## src/rtl/fsm_param.sv

```systemverilog
`default_nettype none
// ============================================================================
// Module      : fsm_param
// Description : Link-layer control FSM for a bank of NUM_FIFOS FIFOs with
//               NUM_CLASS almost-full / almost-empty threshold classes.
//               Sequence: RESET -> INIT -> IDLE <-> ACTIVE, any of IDLE /
//               ACTIVE -> ERROR on a FIFO error, IDLE / ACTIVE -> INIT on a
//               re-initialisation request.
//               Thresholds are captured while in INIT and released only once
//               every class satisfies ae < af. Once in ACTIVE, the FSM drops
//               back to IDLE only after IDLE_HOLD consecutive all-empty cycles.
//               Per-FIFO errors are latched sticky.
// Build macro : ERR_CLEAR_EN - when defined, error_clr in ERROR clears the
//               sticky errors and re-enters INIT. When undefined, ERROR is
//               terminal until reset.
// Revision    : 1.0 - initial release
// ----------------------------------------------------------------------------
// Ports
//   clk           in   1                clock, rising edge
//   reset         in   1                asynchronous active-high reset
//   init          in   1                (re)initialisation / threshold load request
//   error_clr     in   1                clear sticky errors and leave ERROR
//   fifo_errors   in   NUM_FIFOS        per-FIFO error pulses
//   fifo_empties  in   NUM_FIFOS        per-FIFO empty flags
//   af_thr_in     in   NUM_CLASS*THR_W  almost-full thresholds, class k at [k*THR_W +: THR_W]
//   ae_thr_in     in   NUM_CLASS*THR_W  almost-empty thresholds, same packing
//   af_thr_out    out  NUM_CLASS*THR_W  captured almost-full thresholds
//   ae_thr_out    out  NUM_CLASS*THR_W  captured almost-empty thresholds
//   error_out     out  NUM_FIFOS        sticky per-FIFO error flags
//   cfg_err_out   out  1                threshold set invalid (some ae >= af)
//   idle_out      out  1                state is IDLE
//   active_out    out  1                state is ACTIVE
//   state_out     out  3                RESET=0 INIT=1 IDLE=2 ACTIVE=3 ERROR=4
// ============================================================================
module fsm_param #(
   parameter int NUM_FIFOS = 5,
   parameter int NUM_CLASS = 3,
   parameter int THR_W     = 3,
   parameter int IDLE_HOLD = 4
) (
   input  logic                       clk,
   input  logic                       reset,
   input  logic                       init,
   input  logic                       error_clr,
   input  logic [NUM_FIFOS-1:0]       fifo_errors,
   input  logic [NUM_FIFOS-1:0]       fifo_empties,
   input  logic [NUM_CLASS*THR_W-1:0] af_thr_in,
   input  logic [NUM_CLASS*THR_W-1:0] ae_thr_in,
   output logic [NUM_CLASS*THR_W-1:0] af_thr_out,
   output logic [NUM_CLASS*THR_W-1:0] ae_thr_out,
   output logic [NUM_FIFOS-1:0]       error_out,
   output logic                       cfg_err_out,
   output logic                       idle_out,
   output logic                       active_out,
   output logic [2:0]                 state_out
);

   // Counter must be able to hold IDLE_HOLD itself (saturation value).
   localparam int CNT_W = (IDLE_HOLD < 2) ? 1 : $clog2(IDLE_HOLD + 1);
   localparam logic [CNT_W-1:0] HOLD_LAST = CNT_W'(IDLE_HOLD - 1);
   localparam logic [CNT_W-1:0] HOLD_MAX  = CNT_W'(IDLE_HOLD);

   typedef enum logic [2:0] {
      ST_RESET  = 3'd0,
      ST_INIT   = 3'd1,
      ST_IDLE   = 3'd2,
      ST_ACTIVE = 3'd3,
      ST_ERROR  = 3'd4
   } state_t;

   state_t                     state_q;
   logic [CNT_W-1:0]           hold_cnt_q;
   logic [NUM_CLASS*THR_W-1:0] af_thr_q;
   logic [NUM_CLASS*THR_W-1:0] ae_thr_q;
   logic [NUM_FIFOS-1:0]       error_q;
   logic                       cfg_err_q;

   logic [NUM_CLASS-1:0]       w_cls_bad;
   logic                       w_cfg_bad;
   logic                       w_any_err;
   logic                       w_all_empty;

   // Per-class validity check on the live threshold inputs (unsigned).
   generate
      for (genvar k = 0; k < NUM_CLASS; k++) begin : g_cls_chk
         assign w_cls_bad[k] = (ae_thr_in[k*THR_W +: THR_W] >= af_thr_in[k*THR_W +: THR_W]);
      end
   endgenerate

   assign w_cfg_bad   = |w_cls_bad;
   assign w_any_err   = |fifo_errors;
   assign w_all_empty = &fifo_empties;

   always_ff @(posedge clk or posedge reset) begin
      if (reset) begin
         state_q    <= ST_RESET;
         hold_cnt_q <= '0;
         af_thr_q   <= '0;
         ae_thr_q   <= '0;
         error_q    <= '0;
         cfg_err_q  <= 1'b0;
      end else begin
         case (state_q)
            ST_RESET: begin
               state_q <= ST_INIT;
            end

            // Thresholds track the inputs every cycle; the exit decision uses
            // the same inputs being captured, so a clean exit always leaves
            // cfg_err_out low and the captured set valid.
            ST_INIT: begin
               af_thr_q   <= af_thr_in;
               ae_thr_q   <= ae_thr_in;
               cfg_err_q  <= w_cfg_bad;
               hold_cnt_q <= '0;
               if (!init && !w_cfg_bad) begin
                  state_q <= ST_IDLE;
               end
            end

            ST_IDLE: begin
               hold_cnt_q <= '0;
               error_q    <= error_q | fifo_errors;
               if (w_any_err) begin
                  state_q <= ST_ERROR;
               end else if (init) begin
                  state_q <= ST_INIT;
               end else if (!w_all_empty) begin
                  state_q <= ST_ACTIVE;
               end
            end

            // The count value equals the number of all-empty cycles already
            // seen; the cycle that would make it IDLE_HOLD moves to IDLE.
            ST_ACTIVE: begin
               error_q <= error_q | fifo_errors;
               if (w_any_err) begin
                  state_q <= ST_ERROR;
               end else if (init) begin
                  state_q    <= ST_INIT;
                  hold_cnt_q <= '0;
               end else if (!w_all_empty) begin
                  hold_cnt_q <= '0;
               end else if (hold_cnt_q == HOLD_LAST) begin
                  state_q    <= ST_IDLE;
                  hold_cnt_q <= '0;
               end else if (hold_cnt_q != HOLD_MAX) begin
                  hold_cnt_q <= hold_cnt_q + CNT_W'(1);
               end
            end

            ST_ERROR: begin
`ifdef ERR_CLEAR_EN
               // Clear has priority: an error arriving with the clear is dropped.
               if (error_clr) begin
                  state_q    <= ST_INIT;
                  error_q    <= '0;
                  hold_cnt_q <= '0;
               end else begin
                  error_q <= error_q | fifo_errors;
               end
`else
               error_q <= error_q | fifo_errors;
`endif
            end

            default: begin
               state_q <= ST_RESET;
            end
         endcase
      end
   end

`ifndef ERR_CLEAR_EN
   // error_clr has no function in this build.
   logic w_unused_clr;
   assign w_unused_clr = error_clr;
`endif

   assign af_thr_out  = af_thr_q;
   assign ae_thr_out  = ae_thr_q;
   assign error_out   = error_q;
   assign cfg_err_out = cfg_err_q;
   assign idle_out    = (state_q == ST_IDLE);
   assign active_out  = (state_q == ST_ACTIVE);
   assign state_out   = state_q;

endmodule
`default_nettype wire

```

## config.mk

```make
export PLATFORM = sky130hd
export DESIGN_NAME = fsm_param
export DESIGN_NICKNAME = d
export VERILOG_FILES = /design/src/rtl/fsm_param.sv
export SDC_FILE = /design/constraint.sdc
export NUM_CORES = 1
export LEC_CHECK = 0
export BUFFER_PORTS_ARGS = -buffer_cell sky130_fd_sc_hd__buf_4
export CAP_MARGIN = 40
export CORE_AREA = 3 3 61 63
export DETAILED_ROUTE_END_ITERATION = 10
export DIE_AREA = 0 0 64 66
export PLACE_DENSITY = 0.83
export SLEW_MARGIN = 20
export SYNTH_ARGS = -nofsm -noshare
export SYNTH_HDL_FRONTEND = slang
export SYNTH_SLANG_ARGS = --single-unit
```

## constraint.sdc

```tcl
create_clock -name clk -period 1.7 [get_ports clk]
set_input_delay 0.255 -clock clk [delete_from_list [all_inputs] [get_ports clk]]
set_output_delay 0.255 -clock clk [all_outputs]
set_load 0.1 [all_outputs]
```

==> metrics.txt <==
DR vias/cell 5.052; post-layout min period 1.631 ns; fin nets 248; via count 1273; CP Class flop to output pin; Mapped Nets 179; Max clock buf depth 2; CP required 1.44 ns; Final Max Slew Viols 0; Final Non-Filler Cells 252; Power, Total 1.283 mW; cts bufs inserted 5; area of the die 4224 um^2; worst min-delay path category primary input to flop; setup violators final 0; fmax 613.0 MHz; number of port buffers 59; Syn Area/Cell 11.18 um^2; crit-path max FO 5; Root Buffer clkbuf_4; Overflow after GRT 0; synth warn 0; pwr/cell area 584.0 nW/um^2; Synth async-reset ratio 100.0%; Worst R2R End af_thr_out[8]; Peak VDD IR 0.4529 mV; first-pass GRT wire length 5968 um; reg-to-reg slack, setup 0.09 ns; EDFF count, synth 0; max_slew headroom 67.12%; Reg2Reg Launch Point state_out[2]; Fin Hold WS 0.1172 ns; Total GRT Usage 18.43%; largest net degree at the start of global routing 31; cell count after placement 242; #FFs+latches synth 30; Final Hold Vio Count 0; row cnt 21; antenna viol nets, final 0; initial antenna violation count 0; gp weighted congestion 0.8439; Worst-Margin Slew 0.4887 ns; R2R depth 4; Pleak 1.110 nW; share of post-route cells with drive strength above 1 51.46%; WL/cell 13.70 um; Clk Latency, worst-skew pair 0.32 ns; Worst-path clk slew 0.10 ns; Synth cell types 30; Synth Cell Area 1520 um^2; Max-cap violations 0; number of global-route vias before repair 1362; Post-route DRC 0; critical path startpoint state_out[2]; die height 66 um; cells after synthesis 136; DRT iter0 DRCs 45; CP endpoint active_out; most frequent cells in the layout buf_4 (63), dfrtp_1 (27), mux2_2 (19); TritonCTS clock tree built; CTS H-tree depth 2; WL final 3453 um; final critical-path share of the clock period 95.96%; Startpoint Class flop; dpl hpwl 2820 um; CP Capture Type output pin; fill count 266; Area Growth Syn to Fin 44.53%; Top FF cell, synth dfrtp_1; Clock Skew 0.009905 ns; drt first pass iters 4; ANT cells 0; core area 3284 um^2; critical path arrival 1.38 ns; clk sinks 30; status completed; Initial Utilization 46.29%; RSZ-0062 raised after global routing false; register area share after synthesis 49.38%; commonest non-fill, non-tap cell in the layout buf_4; DIE WIDTH 64 um; boundary pin count 61
==> kinds of logic after synthesis <==
logic type | share of synthesized area (%)
buffers and inverters | 4.609
adder cells (fa/ha/maj) | 9.053
flip-flops | 49.38
multiplexers | 14.07
AND/OR/NAND/NOR | 12.26
AO/OA/AOI/OAI | 10.62
==> layout make-up <==
| class | count | area [um^2] | share of cell area [%] |
|---|---|---|---|
| Clock buffer | 6 | 51.30 | 2.335 |
| Clock inverter | 2 | 12.51 | 0.5695 |
| Inverter | 13 | 48.80 | 2.221 |
| Multi-Input combinational cell | 88 | 735.7 | 33.49 |
| Sequential cell | 30 | 762.0 | 34.68 |
| Tap cell | 46 | 57.56 | 2.620 |
| Timing Repair Buffer | 67 | 529.3 | 24.09 |
==> registers in the layout, summed over array words and instances, names as in the netlist <==
| register | flops |
|---|---|
| ae_thr_out | 9 |
| af_thr_out | 9 |
| cfg_err_out | 1 |
| error_out | 5 |
| hold_cnt_q | 3 |
| state_out | 3 |
==> repair_timing <==
item	4_1_cts	5_1_grt
hold buffers	1	0
setup endpoints to repair	2	3
hold endpoints to repair	19	0
resized for setup	5	5
setup buffers	0	2
pin swaps	0	1
==> cell usage after synthesis (all sizes together) (2+ instances only) <==
| cell | instances | area share [%] |
|---|---|---|
| a21oi | 5 | 1.6 |
| nor3 | 4 | 1.6 |
| nand2b | 2 | 0.82 |
| nor2 | 7 | 1.7 |
| ha | 11 | 9.1 |
| nor3b | 2 | 0.99 |
| o21ai | 10 | 3.3 |
| buf | 2 | 0.66 |
| nand2 | 6 | 1.5 |
| a21o | 6 | 3.0 |
| mux2 | 19 | 14 |
| inv | 13 | 3.2 |
| nand3b | 2 | 0.99 |
| dfrtp | 30 | 49 |
| clkbuf | 3 | 0.74 |
| a21boi | 2 | 0.99 |
==> report_power, final <==
group	internal, mW	leakage [nW]	switching, mW	total (mW)
logic	0.0699	0.707	0.0570	0.127
registers	0.713	0.368	0.000000000000000325	0.713
clock network	0.199	0.0343	0.245	0.443
total	0.981	1.11	0.302	1.28
==> critical path, cell delays in order (launching register included) <==
cell	delay (ns)
dfrtp_4	0.51
and3b_4	0.34
buf_8	0.20
==> metal layers <==
layer | up-vias | track usage (%) | routed length (um)
met5 | - | 0 | 0
met4 | 0 | 6.739 | 48
met3 | 5 | 8.163 | 293
met2 | 46 | 32.39 | 1794
met1 | 610 | 19.39 | 1317
li1 | 612 | - | -
==> worst min path at each step <==
stage	from	depth (start not counted)	endpoint	slack, ns
global placement	reset	3	ae_thr_out[0]	0.35
floorplan	init	1	state_out[1]	0.32
global route	init	2	state_out[1]	0.09
detailed placement	reset	3	ae_thr_out[0]	0.36
CTS	init	2	state_out[1]	0.10
finish	init	2	state_out[1]	0.12
==> per-stage QoR <==
| step | cell area (um^2) | setup WS [ns] | setup TNS [ns] | utilization (%) |
|---|---|---|---|---|
| floorplan | 1565 | -0.3134 | -2.676 | - |
| global placement | 2074 | -0.01390 | -0.01390 | 63.16 |
| detailed placement | 2074 | -0.07121 | -0.09331 | 63.16 |
| CTS | 2172 | -0.01933 | -0.02081 | 66.13 |
| global route | 2197 | 0.01048 | 0 | 66.90 |
| finish | 2197 | 0.06873 | 0 | 66.90 |
Note: power is estimated with default switching activity, not from simulation.
